## config.mk

```make
export PLATFORM = sky130hd
export DESIGN_NAME = expansion_rom_ctrl_flat
export DESIGN_NICKNAME = d
export VERILOG_FILES = /design/src/rtl/expansion_rom_ctrl_if.sv /design/src/rtl/expansion_rom_ctrl.sv /design/src/flat_wrapper.sv
export SDC_FILE = /design/constraint.sdc
export NUM_CORES = 1
export LEC_CHECK = 0
export CAP_MARGIN = 20
export CORE_MARGIN = 5
export CORE_UTILIZATION = 40
export DETAILED_ROUTE_END_ITERATION = 7
export GPL_ROUTABILITY_DRIVEN = 0
export GPL_TIMING_DRIVEN = 0
export PLACE_DENSITY = 0.73
export SLEW_MARGIN = 20
export SYNTH_ARGS = -nofsm -noshare
export SYNTH_HDL_FRONTEND = slang
export SYNTH_SLANG_ARGS = --single-unit
```

## constraint.sdc

```tcl
create_clock -name clk -period 4.89 [get_ports clk]
set_input_delay 0.7335 -clock clk [delete_from_list [all_inputs] [get_ports clk]]
set_output_delay 0.7335 -clock clk [all_outputs]
set_load 0.02 [all_outputs]
```

## src/rtl/expansion_rom_ctrl_if.sv

```systemverilog
// Bus bundle between the Electron-side requesters (CPU, image loader) and the
// expansion ROM controller, including the array port the controller drives.
interface expansion_rom_ctrl_if #(
   parameter int unsigned ADDR_W = 14
);
   localparam int unsigned DATA_W = 8;

   logic              cpu_req;
   logic [ADDR_W-1:0] cpu_addr;
   logic              cpu_we;
   logic [DATA_W-1:0] cpu_wdata;
   logic              cpu_ack;
   logic [DATA_W-1:0] cpu_rdata;

   logic              load_start;
   logic              load_valid;
   logic [DATA_W-1:0] load_data;
   logic              load_ready;
   logic              load_busy;
   logic              load_done;

   logic [ADDR_W-1:0] rom_addr;
   logic              rom_we;
   logic [DATA_W-1:0] rom_din;
   logic [DATA_W-1:0] rom_dout;

   // Requesters plus the array model
   modport master (
      output cpu_req, cpu_addr, cpu_we, cpu_wdata,
      output load_start, load_valid, load_data,
      output rom_dout,
      input  cpu_ack, cpu_rdata,
      input  load_ready, load_busy, load_done,
      input  rom_addr, rom_we, rom_din
   );

   // The controller
   modport slave (
      input  cpu_req, cpu_addr, cpu_we, cpu_wdata,
      input  load_start, load_valid, load_data,
      input  rom_dout,
      output cpu_ack, cpu_rdata,
      output load_ready, load_busy, load_done,
      output rom_addr, rom_we, rom_din
   );
endinterface

```

## src/rtl/expansion_rom_ctrl.sv

```systemverilog
// Sequencer/arbiter sharing the single-port expansion ROM/RAM array between CPU
// sideways-ROM accesses and the image loader. EXPANSION_ROM_CPU_WRITE_EN enables CPU writes.
module expansion_rom_ctrl #(
   parameter int unsigned ADDR_W    = 14,
   parameter int unsigned LOAD_BASE = 0
) (
   input  logic                 clk,
   input  logic                 reset_n,
   expansion_rom_ctrl_if.slave  bus
);
   localparam int unsigned DATA_W = 8;
   localparam logic [ADDR_W-1:0] BASE_ADDR = ADDR_W'(LOAD_BASE);
   localparam logic [ADDR_W-1:0] LAST_ADDR = '1;
   localparam logic GNT_CPU    = 1'b0;
   localparam logic GNT_LOADER = 1'b1;

   typedef enum logic [1:0] {IDLE, CPU_RD, CPU_CAP, CPU_WR} state_t;

   state_t            state;
   logic              last_grant;
   logic [ADDR_W-1:0] load_cnt;
   logic              load_busy;
   logic              load_done;
   logic              cpu_ack;
   logic [DATA_W-1:0] cpu_rdata;
   logic [ADDR_W-1:0] rom_addr;
   logic              rom_we;
   logic [DATA_W-1:0] rom_din;

   logic cpu_wr;
   logic cpu_pend;
   logic ld_pend;
   logic grant_cpu;
   logic grant_ld;

`ifdef EXPANSION_ROM_CPU_WRITE_EN
   assign cpu_wr = bus.cpu_we;
`else
   // Read-only build: CPU write requests are treated as reads
   logic unused_cpu_we;
   assign unused_cpu_we = bus.cpu_we;
   assign cpu_wr        = 1'b0;
`endif

   // Round-robin between the two requesters; only meaningful in IDLE
   assign cpu_pend  = bus.cpu_req;
   assign ld_pend   = load_busy & bus.load_valid & ~bus.load_start;
   assign grant_cpu = (state == IDLE) & cpu_pend & (~ld_pend | (last_grant == GNT_LOADER));
   assign grant_ld  = (state == IDLE) & ld_pend & (~cpu_pend | (last_grant == GNT_CPU));

   assign bus.load_ready = load_busy & (state == IDLE) & ~bus.load_start
                         & ~(bus.cpu_req & (last_grant == GNT_LOADER));

   always_ff @(posedge clk or negedge reset_n) begin
      if (!reset_n) begin
         state      <= IDLE;
         last_grant <= GNT_LOADER;
         load_cnt   <= BASE_ADDR;
         load_busy  <= 1'b0;
         load_done  <= 1'b0;
         cpu_ack    <= 1'b0;
         cpu_rdata  <= '0;
         rom_addr   <= '0;
         rom_we     <= 1'b0;
         rom_din    <= '0;
      end else begin
         cpu_ack <= 1'b0;
         rom_we  <= 1'b0;
         case (state)
            IDLE: begin
               if (grant_cpu) begin
                  last_grant <= GNT_CPU;
                  rom_addr   <= bus.cpu_addr;
                  if (cpu_wr) begin
                     rom_din <= bus.cpu_wdata;
                     rom_we  <= 1'b1;
                     state   <= CPU_WR;
                  end else begin
                     state   <= CPU_RD;
                  end
               end else if (grant_ld) begin
                  last_grant <= GNT_LOADER;
                  rom_addr   <= load_cnt;
                  rom_din    <= bus.load_data;
                  rom_we     <= 1'b1;
                  load_cnt   <= load_cnt + ADDR_W'(1);
                  // Top of the array reached: image complete
                  if (load_cnt == LAST_ADDR) begin
                     load_busy <= 1'b0;
                     load_done <= 1'b1;
                  end
               end
            end
            CPU_RD: state <= CPU_CAP;
            CPU_CAP: begin
               cpu_rdata <= bus.rom_dout;
               cpu_ack   <= 1'b1;
               state     <= IDLE;
            end
            CPU_WR: begin
               cpu_ack <= 1'b1;
               state   <= IDLE;
            end
            default: state <= IDLE;
         endcase

         // Restart never disturbs an in-flight CPU access
         if (bus.load_start) begin
            load_cnt  <= BASE_ADDR;
            load_busy <= 1'b1;
            load_done <= 1'b0;
         end
      end
   end

   assign bus.cpu_ack   = cpu_ack;
   assign bus.cpu_rdata = cpu_rdata;
   assign bus.load_busy = load_busy;
   assign bus.load_done = load_done;
   assign bus.rom_addr  = rom_addr;
   assign bus.rom_we    = rom_we;
   assign bus.rom_din   = rom_din;
endmodule

```

## src/flat_wrapper.sv

```systemverilog
// flat-port wrapper written by rule: the top's interface ports become plain ports
module expansion_rom_ctrl_flat 
#(
   parameter int unsigned ADDR_W    = 14,
   parameter int unsigned LOAD_BASE = 0
)
  (clk, reset_n, bus_cpu_req, bus_cpu_addr, bus_cpu_we, bus_cpu_wdata, bus_load_start, bus_load_valid, bus_load_data, bus_rom_dout, bus_cpu_ack, bus_cpu_rdata, bus_load_ready, bus_load_busy, bus_load_done, bus_rom_addr, bus_rom_we, bus_rom_din);
  expansion_rom_ctrl_if #(.ADDR_W(ADDR_W)) bus_i ();
  input  logic clk;
  input  logic reset_n;
  input wire logic [$bits(bus_i.cpu_req)-1:0] bus_cpu_req;
  input wire logic [$bits(bus_i.cpu_addr)-1:0] bus_cpu_addr;
  input wire logic [$bits(bus_i.cpu_we)-1:0] bus_cpu_we;
  input wire logic [$bits(bus_i.cpu_wdata)-1:0] bus_cpu_wdata;
  input wire logic [$bits(bus_i.load_start)-1:0] bus_load_start;
  input wire logic [$bits(bus_i.load_valid)-1:0] bus_load_valid;
  input wire logic [$bits(bus_i.load_data)-1:0] bus_load_data;
  input wire logic [$bits(bus_i.rom_dout)-1:0] bus_rom_dout;
  output wire logic [$bits(bus_i.cpu_ack)-1:0] bus_cpu_ack;
  output wire logic [$bits(bus_i.cpu_rdata)-1:0] bus_cpu_rdata;
  output wire logic [$bits(bus_i.load_ready)-1:0] bus_load_ready;
  output wire logic [$bits(bus_i.load_busy)-1:0] bus_load_busy;
  output wire logic [$bits(bus_i.load_done)-1:0] bus_load_done;
  output wire logic [$bits(bus_i.rom_addr)-1:0] bus_rom_addr;
  output wire logic [$bits(bus_i.rom_we)-1:0] bus_rom_we;
  output wire logic [$bits(bus_i.rom_din)-1:0] bus_rom_din;
  assign bus_i.cpu_req = bus_cpu_req;
  assign bus_i.cpu_addr = bus_cpu_addr;
  assign bus_i.cpu_we = bus_cpu_we;
  assign bus_i.cpu_wdata = bus_cpu_wdata;
  assign bus_i.load_start = bus_load_start;
  assign bus_i.load_valid = bus_load_valid;
  assign bus_i.load_data = bus_load_data;
  assign bus_i.rom_dout = bus_rom_dout;
  assign bus_cpu_ack = bus_i.cpu_ack;
  assign bus_cpu_rdata = bus_i.cpu_rdata;
  assign bus_load_ready = bus_i.load_ready;
  assign bus_load_busy = bus_i.load_busy;
  assign bus_load_done = bus_i.load_done;
  assign bus_rom_addr = bus_i.rom_addr;
  assign bus_rom_we = bus_i.rom_we;
  assign bus_rom_din = bus_i.rom_din;
  expansion_rom_ctrl #(.ADDR_W(ADDR_W), .LOAD_BASE(LOAD_BASE)) u_core (.clk(clk), .reset_n(reset_n), .bus(bus_i));
endmodule
```

**Word-level counts from Yosys, hierarchy flattened**

Cells that the tools add are included.

- Bits in registers: 51
- Input bits: 44
- Output and inout bits: 35
- Logic and storage cells: 69

- Add/sub/neg operators: 1
- Equality and inequality tests: 6
- Muxes and demuxes: 24
- Bitwise operators: 18
- Reduce and logical (&&, ||, !) cells: 10

Operators by type and width:

| operator | count |
|---|---|
| 2-to-1 mux 14 bit | 6 |
| 2-to-1 mux 1 bit | 16 |
| adder 14 x 1 -> 14 bit (second input constant) | 1 |
| equality test 14 bit (second input constant) | 1 |
| bitwise AND 1 bit | 10 |
| nonzero test 2 bit | 4 |
| NOT 1 bit | 6 |
| case mux 2 bit (3 select lines) | 1 |
| AND reduction 3 bit | 2 |
| equality test 2 bit (second input constant) | 2 |
| AND reduction 4 bit | 1 |
| equality test 2 x 1 -> 1 bit (second input constant) | 1 |
| zero test 2 bit | 1 |
| 2-to-1 mux 2 bit | 1 |
| inequality test 2 x 1 -> 1 bit (second input constant) | 1 |
| inequality test 2 bit (second input constant) | 1 |
| OR 1 bit | 2 |
| AND reduction 2 bit | 1 |
| OR reduction 2 bit | 1 |

**Longest topological paths before layout**

Gate-level depths: netlist (run 1).

- Depth in word-level cells: 8
- Mapped depth: 7
- Gate-level depth less buffers: 5

**Worst setup path before layout (run 1)**

No wires, ideal clock.

- Path kind: input port to output port
- Start point: input port bus_cpu_req
- End point: output port bus_load_ready
- Data arrival time: 1.425 ns
- Required time: 4.157 ns
- Setup slack: 2.732 ns
- Stages on the path: 2
- Buffers on the path: 0
- Cell sequence: a211oi_4 > and3b_1

- Word-level cells in the longest chain between the ends: 3

Ends and longest elaborated chain:

| what | line | source |
|---|---|---|
| from (decl) | flat_wrapper.sv:11 | `input wire logic [$bits(bus_i.cpu_req)-1:0] bus_cpu_req;` |
| bitwise AND 1 bit | expansion_rom_ctrl.sv:52 | `& ~(bus.cpu_req & (last_grant == GNT_LOADER));` |
| NOT 1 bit | expansion_rom_ctrl.sv:52 |  |
| bitwise AND 1 bit | expansion_rom_ctrl.sv:52 |  |
| to (decl) | flat_wrapper.sv:21 | `output wire logic [$bits(bus_i.load_ready)-1:0] bus_load_ready;` |

No other way between the ends.

**Final worst setup path (run 1)**

Ends and elaborated chain as after synthesis.

==> metrics.md, run 1 <==
| Metric | Value |
|---|---|
| Status | `finished, final reports clean` |
| Slew Limit Fails | `0` |
| Clk buf depth | `2` |
| Grt met3 use | `4.61%` |
| Ys flop type | `dfrtp_1` |
| Max Clk Rate | `300 MHz` |
| Slack of the critical path | `1.56 ns` |
| Fin crit period | `3.33 ns` |
| Vias in the first global route | `roughly 1700` |
| Largest net degree at the start of global routing | `52` |
| Core Region | `5440 sq um` |
| Most frequent cells in the layout | `clkdlybuf4s50_1 (68), dfrtp_1 (50), nand2_1 (22), o21ai_0 (22), mux2_2 (16)` |
| Worst-path clk slew | `0.09 ns` |
| Slew at the pin closest to its max-slew limit | `0.737 ns` |
| CTS Sinks | `51` |
| Synth area leader | `dfrtp_1` |
| Worst Path Max Fanout | `9` |
| Arr. time, crit path | `around 2.6 ns` |
| Endpoint type of the worst setup path | `output pin` |
| Reported leakage power | `1.30 nW` |
| GRT Residual Overflow | `0` |
| Rows | `27` |
| M1 GR Usage | `18.9%` |
| CTS buffer count | `5` |
| IO Count | `79` |
| Initial DRC count | `62` |
| Met2 Usage GRT | `24.1%` |
| Routed WL | `4970 um` |
| Pwr dens | `429 nW/um^2` |
| Synthesized area | `around 2200 sq um` |
| Area growth syn-to-layout | `39.2%` |
| Post-cts gate resize count | `0` |
| Slew headroom | `about half` |
| Syn Area/Cell | `11.5 sq um` |
| RSZ-0062 raised after global routing | `no` |
| Synth top area share | `56.4%` |
| Worst Path Required | `about 4.2 ns` |
| Area contributors post-synth | `dfrtp_1 (56%), mux2_2 (8.1%), o21ai_0 (5.0%)` |
| Period utilization | `68.1%` |
| # Max-Cap Violations | `0` |
| Antenna violations before repair | `0` |
| Final setup fails | `0` |
| Fin Clk Skew | `0.00925 ns` |
| Nets | `314` |
| First-pass GRT wire length | `8430 um` |
| Sum Neg Setup Slack | `0 ns` |
| EDFF count, synth | `0` |
| Hold Buf Count CTS | `0` |
| DP Worst Slack | `1.58 ns` |
| Yosys reg bits | `51` |
| First-pass DRT Iterations | `4` |
| H-tree depth | `2` |
| R2r worst-path depth | `7` |
| Setup bufs post-CTS | `0` |
| CTS tree | `built` |
| Peak VDD IR | `235 uV` |
| Yosys cell types | `31` |
| Die height | `84.5 um` |
| Port bufs | `69` |
| Wire length per cell | `14.5 um` |
| Startpoint Class | `input port` |
| Clock Latency Late Sink | `around 0.3 ns` |
| Net count after synthesis | `238` |
| Asr flop ratio synth | `100%` |
| Commonest non-fill, non-tap cell in the layout | `clkdlybuf4s50_1` |
| Crit Path Class | `input port to output pin` |
| Busiest metal layer after global routing | `met2` |
| Detailed Place HPWL | `3610 um` |
| CTS Root Cell | `clkbuf_8` |
| Via/cell ratio | `4.96` |
| Die area | `7140 sq um` |
| YS warnings | `0` |
| Worst setup path end | `bus_load_ready` |
| Mapped Cells | `193` |
| # diodes | `0` |
| GRT Total Usage | `14.7%` |
| DRT antenna net count | `0` |
| Hold Crit Class | `input port to async pin` |
| Initial Util | `between 40 and 50%` |
| Die width | `84.5 um` |
| Post-synthesis sequential area ratio | `57.6%` |
| R2R setup slack | `2.85 ns` |
| Origin of the critical flop-to-flop path | `u_core.bus.load_busy$_DFFE_PN0P_` |
| Layout cells sized above 1 | `between 10% and 20%` |
| Reg2Reg Capture Point | `u_core.bus.rom_addr[13]$_DFFE_PN0P_` |
| Via count | `1698` |
| CP startpoint | `bus_cpu_req` |
| Final Hold Viols | `0` |
| DRC | `0` |
where the power goes:
part	total, mW	internal (mW)	switching [mW]
logic	0.510	0.261	0.249
registers	0.571	0.520	0.0511
clock network	0.245	0.114	0.131
total	1.33	0.896	0.431
worst max-delay path, cell delays in order:
cell	delay [ns]
clkdlybuf4s50_1	0.49
a211oi_4	0.49
and3b_1	0.26
clkdlybuf4s50_1	0.61
cell usage after synthesis, types with 2 or more instances:
master    number
dfrtp_1       50
nand2_1       22
o21ai_0       22
mux2_2        16
mux2i_1       10
nor2_1         8
a21oi_1        7
buf_2          6
or3_1          6
xor2_1         6
clkbuf_1       5
nand4_1        5
o22ai_1        5
nand3_1        3
and3_1         2
and3b_1        2
inv_1          2
nand3b_1       2
nor2b_1        2
cell type report:
type                    count  area (sq um)
clock buffers               7          86.3
fillers                   481          2350
flip-flops and latches     51          1280
repair buffers             69           688
clock inverters             1          5.00
plain buffers              11          48.8
well taps                  72          90.1
inverters                   2          7.51
multi-input cells         129           886
metrics by stage:
stage	hold slack, ns	cells	power [mW]	cell area, sq um	utilization (%)
global route	0.500	342	1.40	3090	56.8
global placement	0.462	334	1.09	3000	55.2
detailed placement	0.470	334	1.10	3000	55.1
floorplan	0.438	193	0.834	2220	-
CTS	0.469	342	1.35	3090	56.8
finish	0.455	342	1.33	3090	56.8
cell families (layout without fill, tap and decap cells):
kind of cell | Yosys count | in the layout | share of synthesized area [%]
flops | 51 | 51 | 57.6
buf+inv | 13 | 90 | 2.54
xor+xnor | 6 | 6 | 2.37
mux | 26 | 26 | 12.6
fa+ha+maj | 1 | 1 | 0.564
simple gates | 58 | 58 | 14.2
compound gates | 38 | 38 | 10.1
how the worst min path moves through the flow:
stage | start | end | slack, ns | depth (start not counted)
2_1_floorplan | reset_n | u_core.bus.cpu_ack$_DFF_PN0_ | 0.44 | 0
3_3_place_gp | u_core.bus.rom_addr[7]$_DFFE_PN0P_ | u_core.bus.rom_addr[7]$_DFFE_PN0P_ | 0.46 | 2
3_5_place_dp | u_core.bus.rom_addr[5]$_DFFE_PN0P_ | u_core.bus.rom_addr[5]$_DFFE_PN0P_ | 0.47 | 2
4_1_cts | reset_n | u_core.bus.cpu_rdata[2]$_DFFE_PN0P_ | 0.47 | 1
5_1_grt | reset_n | u_core.bus.cpu_rdata[2]$_DFFE_PN0P_ | 0.50 | 1
6_report | reset_n | u_core.load_cnt[6]$_DFFE_PN0P_ | 0.45 | 1
flip-flops by register name, indices dropped and copies added, names as in the netlist:
| name | flops |
|---|---|
| u_core.bus.cpu_ack | 1 |
| u_core.bus.cpu_rdata | 8 |
| u_core.bus.load_busy | 1 |
| u_core.bus.load_done | 1 |
| u_core.bus.rom_addr | 14 |
| u_core.bus.rom_din | 8 |
| u_core.bus.rom_we | 1 |
| u_core.last_grant | 1 |
| u_core.load_cnt | 14 |
| u_core.state | 2 |
per-layer routing:
metal / vias up / share of wire [%]
met3: 6 / 5.7
met5: - / 0
met1: 817 / 44
met4: 0 / 1.2
met2: 42 / 49
li1: 833 / -
Power figures use the tool's default switching activity.
==> run 2: changes to the inputs <==
--- a/config.mk
+++ b/config.mk
@@ -11,7 +11,7 @@
 export DETAILED_ROUTE_END_ITERATION = 7
 export GPL_ROUTABILITY_DRIVEN = 0
 export GPL_TIMING_DRIVEN = 0
-export PLACE_DENSITY = 0.73
+export PLACE_DENSITY = 0.75
 export SLEW_MARGIN = 20
 export SYNTH_ARGS = -nofsm -noshare
 export SYNTH_HDL_FRONTEND = slang
==> constraint.sdc (replaced) <==
create_clock -name clk -period 2.99 [get_ports clk]
set_input_delay 0.4485 -clock clk [delete_from_list [all_inputs] [get_ports clk]]
set_output_delay 0.4485 -clock clk [all_outputs]
set_load 0.02 [all_outputs]
==> run 2 against run 1 <==
  * Combinational power increased by 63%
  * Register-to-register slack got worse by 1.8 ns
  * Core utilization decreased by 0.11 points
  * Routed wire length about the same
  * Sequential share of layout area increased by 0.084 points
  * Die area unchanged
  * Sequential cell count unchanged
  * Non-clock buffer count unchanged
  * Design area decreased by 0.20%
  * Worst hold slack got worse by 0.30 ns
  * Critical path type unchanged
  * Largest cell class unchanged
  * Largest power group unchanged
==> metrics.md, run 2 (synthesis gave the netlist of run 1 again) <==
| Metric | Value |
|---|---|
| Status | `finished, final reports clean` |
| First-pass GRT wire length | `approximately 8400 um` |
| Most frequent cells in the layout | `clkdlybuf4s50_1 (68), dfrtp_1 (50), nand2_1 (22), o21ai_0 (22), mux2_2 (16)` |
| DRC | `0` |
| DRT antenna net count | `0` |
| Vias in the first global route | `1742` |
| Setup bufs post-CTS | `0` |
| Largest net degree at the start of global routing | `between 50 and 60` |
| Routed WL | `4970 um` |
| CP cell instances | `clkdlybuf4s50_1 -> a211oi_4 -> and3b_1 -> clkdlybuf4s50_1` |
| Most used cell, CP | `clkdlybuf4s50_1` |
| Slew headroom | `50.7%` |
| Hold Buf Count CTS | `0` |
| Via/cell ratio | `5.02` |
| CP max stage cell | `clkdlybuf4s50_1` |
| Peak VDD IR | `376 uV` |
| # Max-Cap Violations | `0` |
| Fin crit period | `approximately 2.7 ns` |
| Worst Path Max Fanout | `9` |
| R2r worst-path depth | `7` |
| Reported leakage power | `1.29 nW` |
| Detailed Place HPWL | `3690 um` |
| Area growth syn-to-layout | `38.9%` |
| Fin Clk Skew | `0.00512 ns` |
| Die width | `approximately 84 um` |
| Die area | `between 7000 and 8000 sq um` |
| Sum Neg Setup Slack | `0 ns` |
| Initial DRC count | `106` |
| Crit Path Class | `input port to output pin` |
| GRT Residual Overflow | `0` |
| Slew Limit Fails | `0` |
| Placed cell area | `3000 sq um` |
| Worst Path Required | `between 2 and 3 ns` |
| Initial Util | `40.8%` |
| Nets | `314` |
| CTS Root Cell | `clkbuf_8` |
| Startpoint Class | `input port` |
| Final setup fails | `0` |
| RSZ-0062 raised after global routing | `no` |
| GRT Total Usage | `14.8%` |
| Top delay family on crit path | `buffers and inverters` |
| Clock Latency Late Sink | `0.30 ns` |
| Port bufs | `69` |
| Layout cells sized above 1 | `13.0%` |
| Via count | `roughly 1700` |
| Core Region | `5440 sq um` |
| Post-cts gate resize count | `0` |
| Hold Crit Class | `input port to async pin` |
| Commonest non-fill, non-tap cell in the layout | `clkdlybuf4s50_1` |
| Buf/Inv on CP | `2` |
| First-pass DRT Iterations | `4` |
| Rows | `27` |
| Antenna violations before repair | `0` |
| Final total power | `2.15 mW` |
| Die height | `84.5 um` |
| IO Count | `79` |
| Endpoint type of the worst setup path | `output pin` |
| CTS buffer count | `5` |
| H-tree depth | `2` |
| Slew at the pin closest to its max-slew limit | `0.732 ns` |
| CTS Sinks | `51` |
| Max stage delay on crit path | `0.61 ns` |
| Period utilization | `91.1%` |
| Wire length per cell | `14.5 um` |
| Final Hold Viols | `0` |
| Crit path depth | `4` |
| Final Cell Area | `~3100 sq um` |
| Arr. time, crit path | `about 2.3 ns` |
| CTS tree | `built` |
| Max Clk Rate | `367 MHz` |
| # diodes | `0` |
| Clk buf depth | `2` |
| Worst-path clk slew | `0.08 ns` |
| Biggest regs | `u_core.bus.rom_addr (14), u_core.load_cnt (14)` |
| Pwr dens | `697 nW/um^2` |
-- run 2: changes by cell type in the layout (fill, tap and decap cells not counted) --
cell / delta
clkbuf_8: -1
clkinvlp_4: +1
-- run 2: routing by layer --
layer | wire length (um) | global-route usage (%) | up-vias
met5 | 0 | 0 | -
met4 | 68 | 4.75 | 0
met3 | 333 | 4.71 | 7
met2 | 2450 | 24.6 | 45
met1 | 2120 | 18.2 | 831
li1 | - | - | 835
-- run 2: worst paths after layout --
path,from,to,slack (ns)
max in group asynchronous,reset_n,u_core.bus.cpu_rdata[0]$_DFFE_PN0P_,2.40
worst max register to register,u_core.bus.load_busy$_DFFE_PN0P_,u_core.bus.rom_addr[13]$_DFFE_PN0P_,1.01
min in group clk,u_core.bus.rom_addr[7]$_DFFE_PN0P_,u_core.bus.rom_addr[7]$_DFFE_PN0P_,0.48
worst min register to register,u_core.bus.rom_addr[7]$_DFFE_PN0P_,u_core.bus.rom_addr[7]$_DFFE_PN0P_,0.48
worst max-delay path,bus_cpu_req,bus_load_ready,0.27
worst min-delay path,reset_n,u_core.bus.cpu_rdata[6]$_DFFE_PN0P_,0.16
-- run 2: power by group --
part	switching [mW]	internal, mW
clock	0.216	0.164
sequential	0.0860	0.850
combinational	0.405	0.428
-- run 2: layout make-up --
| class | count | area, sq um |
|---|---|---|
| buffer | 11 | 48.8 |
| timing repair buffer | 69 | 688 |
| sequential | 51 | 1280 |
| tap | 72 | 90.1 |
| fill | 471 | 2360 |
| clock buffer | 6 | 72.6 |
| clock inverter | 2 | 12.5 |
| inverter | 2 | 7.51 |
| multi-input combinational | 129 | 886 |
-- run 2: stage by stage --
step	hold WS (ns)	utilization (%)	cells	setup WS [ns]
final	0.156	56.7	342	0.266
after global routing	0.216	56.7	342	0.175
after CTS	0.184	56.7	342	0.253
after detailed placement	0.470	55.1	334	0.251
after global placement	0.463	55.2	334	0.0128
after floorplan	0.153	-	193	1.33
==> run 3: changes to the inputs <==
--- a/config.mk
+++ b/config.mk
@@ -12,6 +12,8 @@
 export GPL_ROUTABILITY_DRIVEN = 0
 export GPL_TIMING_DRIVEN = 0
 export PLACE_DENSITY = 0.75
+export RECOVER_POWER = 50
+export SETUP_SLACK_MARGIN = 0.15
 export SLEW_MARGIN = 20
 export SYNTH_ARGS = -nofsm -noshare
 export SYNTH_HDL_FRONTEND = slang
==> run 3 against run 2 <==
  * Routed wire length did not move
  * Sequential power is essentially flat
  * Via count hardly changed
  * Core utilization barely moved
  * Sequential cell count stayed put
  * Die area is the same
  * Design area barely moved
  * Critical path depth did not move
  * Register-to-register slack is essentially flat
  * Clock power barely moved
  * Largest power group unchanged
==> metrics.md, run 3 (synthesis gave the netlist of run 1 again) <==
| Metric | Value |
|---|---|
| Status | `finished, final reports clean` |
| Hold Buf Count CTS | `0` |
| Commonest non-fill, non-tap cell in the layout | `clkdlybuf4s50_1` |
| Peak VDD IR | `376 uV` |
| Slew at the pin closest to its max-slew limit | `1.24 ns` |
| DP Worst Slack | `0.251 ns` |
| Core Util, Final | `56.6%` |
| Setup bufs post-CTS | `0` |
| DRT antenna net count | `0` |
| Top delay family on crit path | `buffers and inverters` |
| Routed WL | `4970 um` |
| Arr. time, crit path | `about 2.3 ns` |
| Slew Limit Fails | `0` |
| Period utilization | `91.1%` |
| Antenna violations before repair | `0` |
| Sum Neg Setup Slack | `0 ns` |
| CTS buffer count | `5` |
| CTS Root Cell | `clkbuf_8` |
| # fillers | `472` |
| Fin crit period | `between 2 and 3 ns` |
| Die height | `approximately 84 um` |
| Layout cells sized above 1 | `13.0%` |
| Die width | `84.5 um` |
| DRC | `0` |
| Max Clk Rate | `between 300 and 400 MHz` |
| Reported leakage power | `approximately 1.3 nW` |
| Slack of the critical path | `between 0.2 and 0.3 ns` |
| H-tree depth | `2` |
| CTS tree | `built` |
| CP cell instances | `clkdlybuf4s50_1 -> a211oi_4 -> and3b_1 -> clkdlybuf4s50_1` |
| Clk buf depth | `2` |
| CTS Sinks | `51` |
| Max stage delay on crit path | `0.61 ns` |
| Nets | `314` |
| GRT Residual Overflow | `0` |
| IO Count | `79` |
| # diodes | `0` |
| Die area | `7140 sq um` |
| Slew headroom | `17.0%` |
| Hold Crit Class | `input port to async pin` |
| # Max-Cap Violations | `0` |
| Buf/Inv on CP | `2` |
| Via/cell ratio | `5.03` |
| Initial DRC count | `roughly 110` |
| Biggest regs | `u_core.bus.rom_addr (14), u_core.load_cnt (14)` |
| CP max stage cell | `clkdlybuf4s50_1` |
| Most frequent cells in the layout | `clkdlybuf4s50_1 (62), dfrtp_1 (50), nand2_1 (22), o21ai_0 (22), mux2_2 (16)` |
| Worst Path Max Fanout | `9` |
| Area growth syn-to-layout | `38.8%` |
| Wire length per cell | `14.5 um` |
| GRT Total Usage | `around 15%` |
| Placed insts | `334` |
| Worst-path clk slew | `roughly 0.080 ns` |
| Clock Latency Late Sink | `0.30 ns` |
| First-pass GRT wire length | `8380 um` |
| Most used cell, CP | `clkdlybuf4s50_1` |
| Final total power | `around 2.1 mW` |
| Via count | `roughly 1700` |
| Final Hold Viols | `0` |
| Worst Path Required | `2.54 ns` |
| RSZ-0062 raised after global routing | `no` |
| Detailed Place HPWL | `3690 um` |
| Largest net degree at the start of global routing | `52` |
| Vias in the first global route | `1742` |
| First-pass DRT Iterations | `4` |
| Layout Cells excl Fill | `roughly 340` |
| Crit Path Class | `input port to output pin` |
| Core Region | `5440 sq um` |
| Final setup fails | `0` |
| Endpoint type of the worst setup path | `output pin` |
| Rows | `27` |
| Fin Clk Skew | `0.00512 ns` |
| Startpoint Class | `input port` |
| Post-cts gate resize count | `0` |
| Initial Util | `40.8%` |
| Port bufs | `69` |
| Pwr dens | `693 nW/um^2` |
-- run 3: worst paths after layout --
kind	start	endpoint	slack (ns)	cells after the start
max in group asynchronous	reset_n	u_core.bus.cpu_rdata[0]$_DFFE_PN0P_	1.84	1
worst max-delay path	bus_cpu_req	bus_load_ready	0.27	4
worst min register to register	u_core.bus.rom_addr[7]$_DFFE_PN0P_	u_core.bus.rom_addr[7]$_DFFE_PN0P_	0.48	2
min in group clk	u_core.bus.rom_addr[7]$_DFFE_PN0P_	u_core.bus.rom_addr[7]$_DFFE_PN0P_	0.48	2
worst min-delay path	reset_n	u_core.bus.cpu_rdata[6]$_DFFE_PN0P_	0.40	1
worst max register to register	u_core.bus.load_busy$_DFFE_PN0P_	u_core.bus.rom_addr[13]$_DFFE_PN0P_	1.01	7
-- run 3: final cells by class --
| class | instances | area [sq um] | share of cell area (%) |
|---|---|---|---|
| Clock inverter | 2 | 12.5 | 0.406 |
| Clock buffer | 6 | 72.6 | 2.36 |
| Sequential cell | 51 | 1280 | 41.5 |
| Multi-Input combinational cell | 129 | 886 | 28.8 |
| Buffer | 11 | 48.8 | 1.58 |
| Timing Repair Buffer | 69 | 686 | 22.3 |
| Tap cell | 72 | 90.1 | 2.92 |
| Inverter | 2 | 7.51 | 0.244 |
-- run 3: per-layer routing --
layer / track usage, % / vias to the layer above / wire, um
met4: 4.75 / 0 / 68
li1: - / 837 / -
met3: 4.71 / 7 / 333
met2: 24.6 / 45 / 2450
met5: 0 / - / 0
met1: 18.2 / 830 / 2120
-- run 3: through the flow --
step                      hold slack, ns  area, sq um
after global routing               0.518         3080
after floorplan                    0.153         2220
final                              0.403         3080
after CTS                          0.184         3080
after global placement             0.463         3000
after detailed placement           0.470         3000
-- run 3: report_power, final --
part           internal, mW  leakage [nW]  switching (mW)
Sequential            0.850         0.656          0.0846
Combinational         0.416         0.599           0.405
Clock                 0.164        0.0412           0.216
Total                  1.43          1.30           0.705
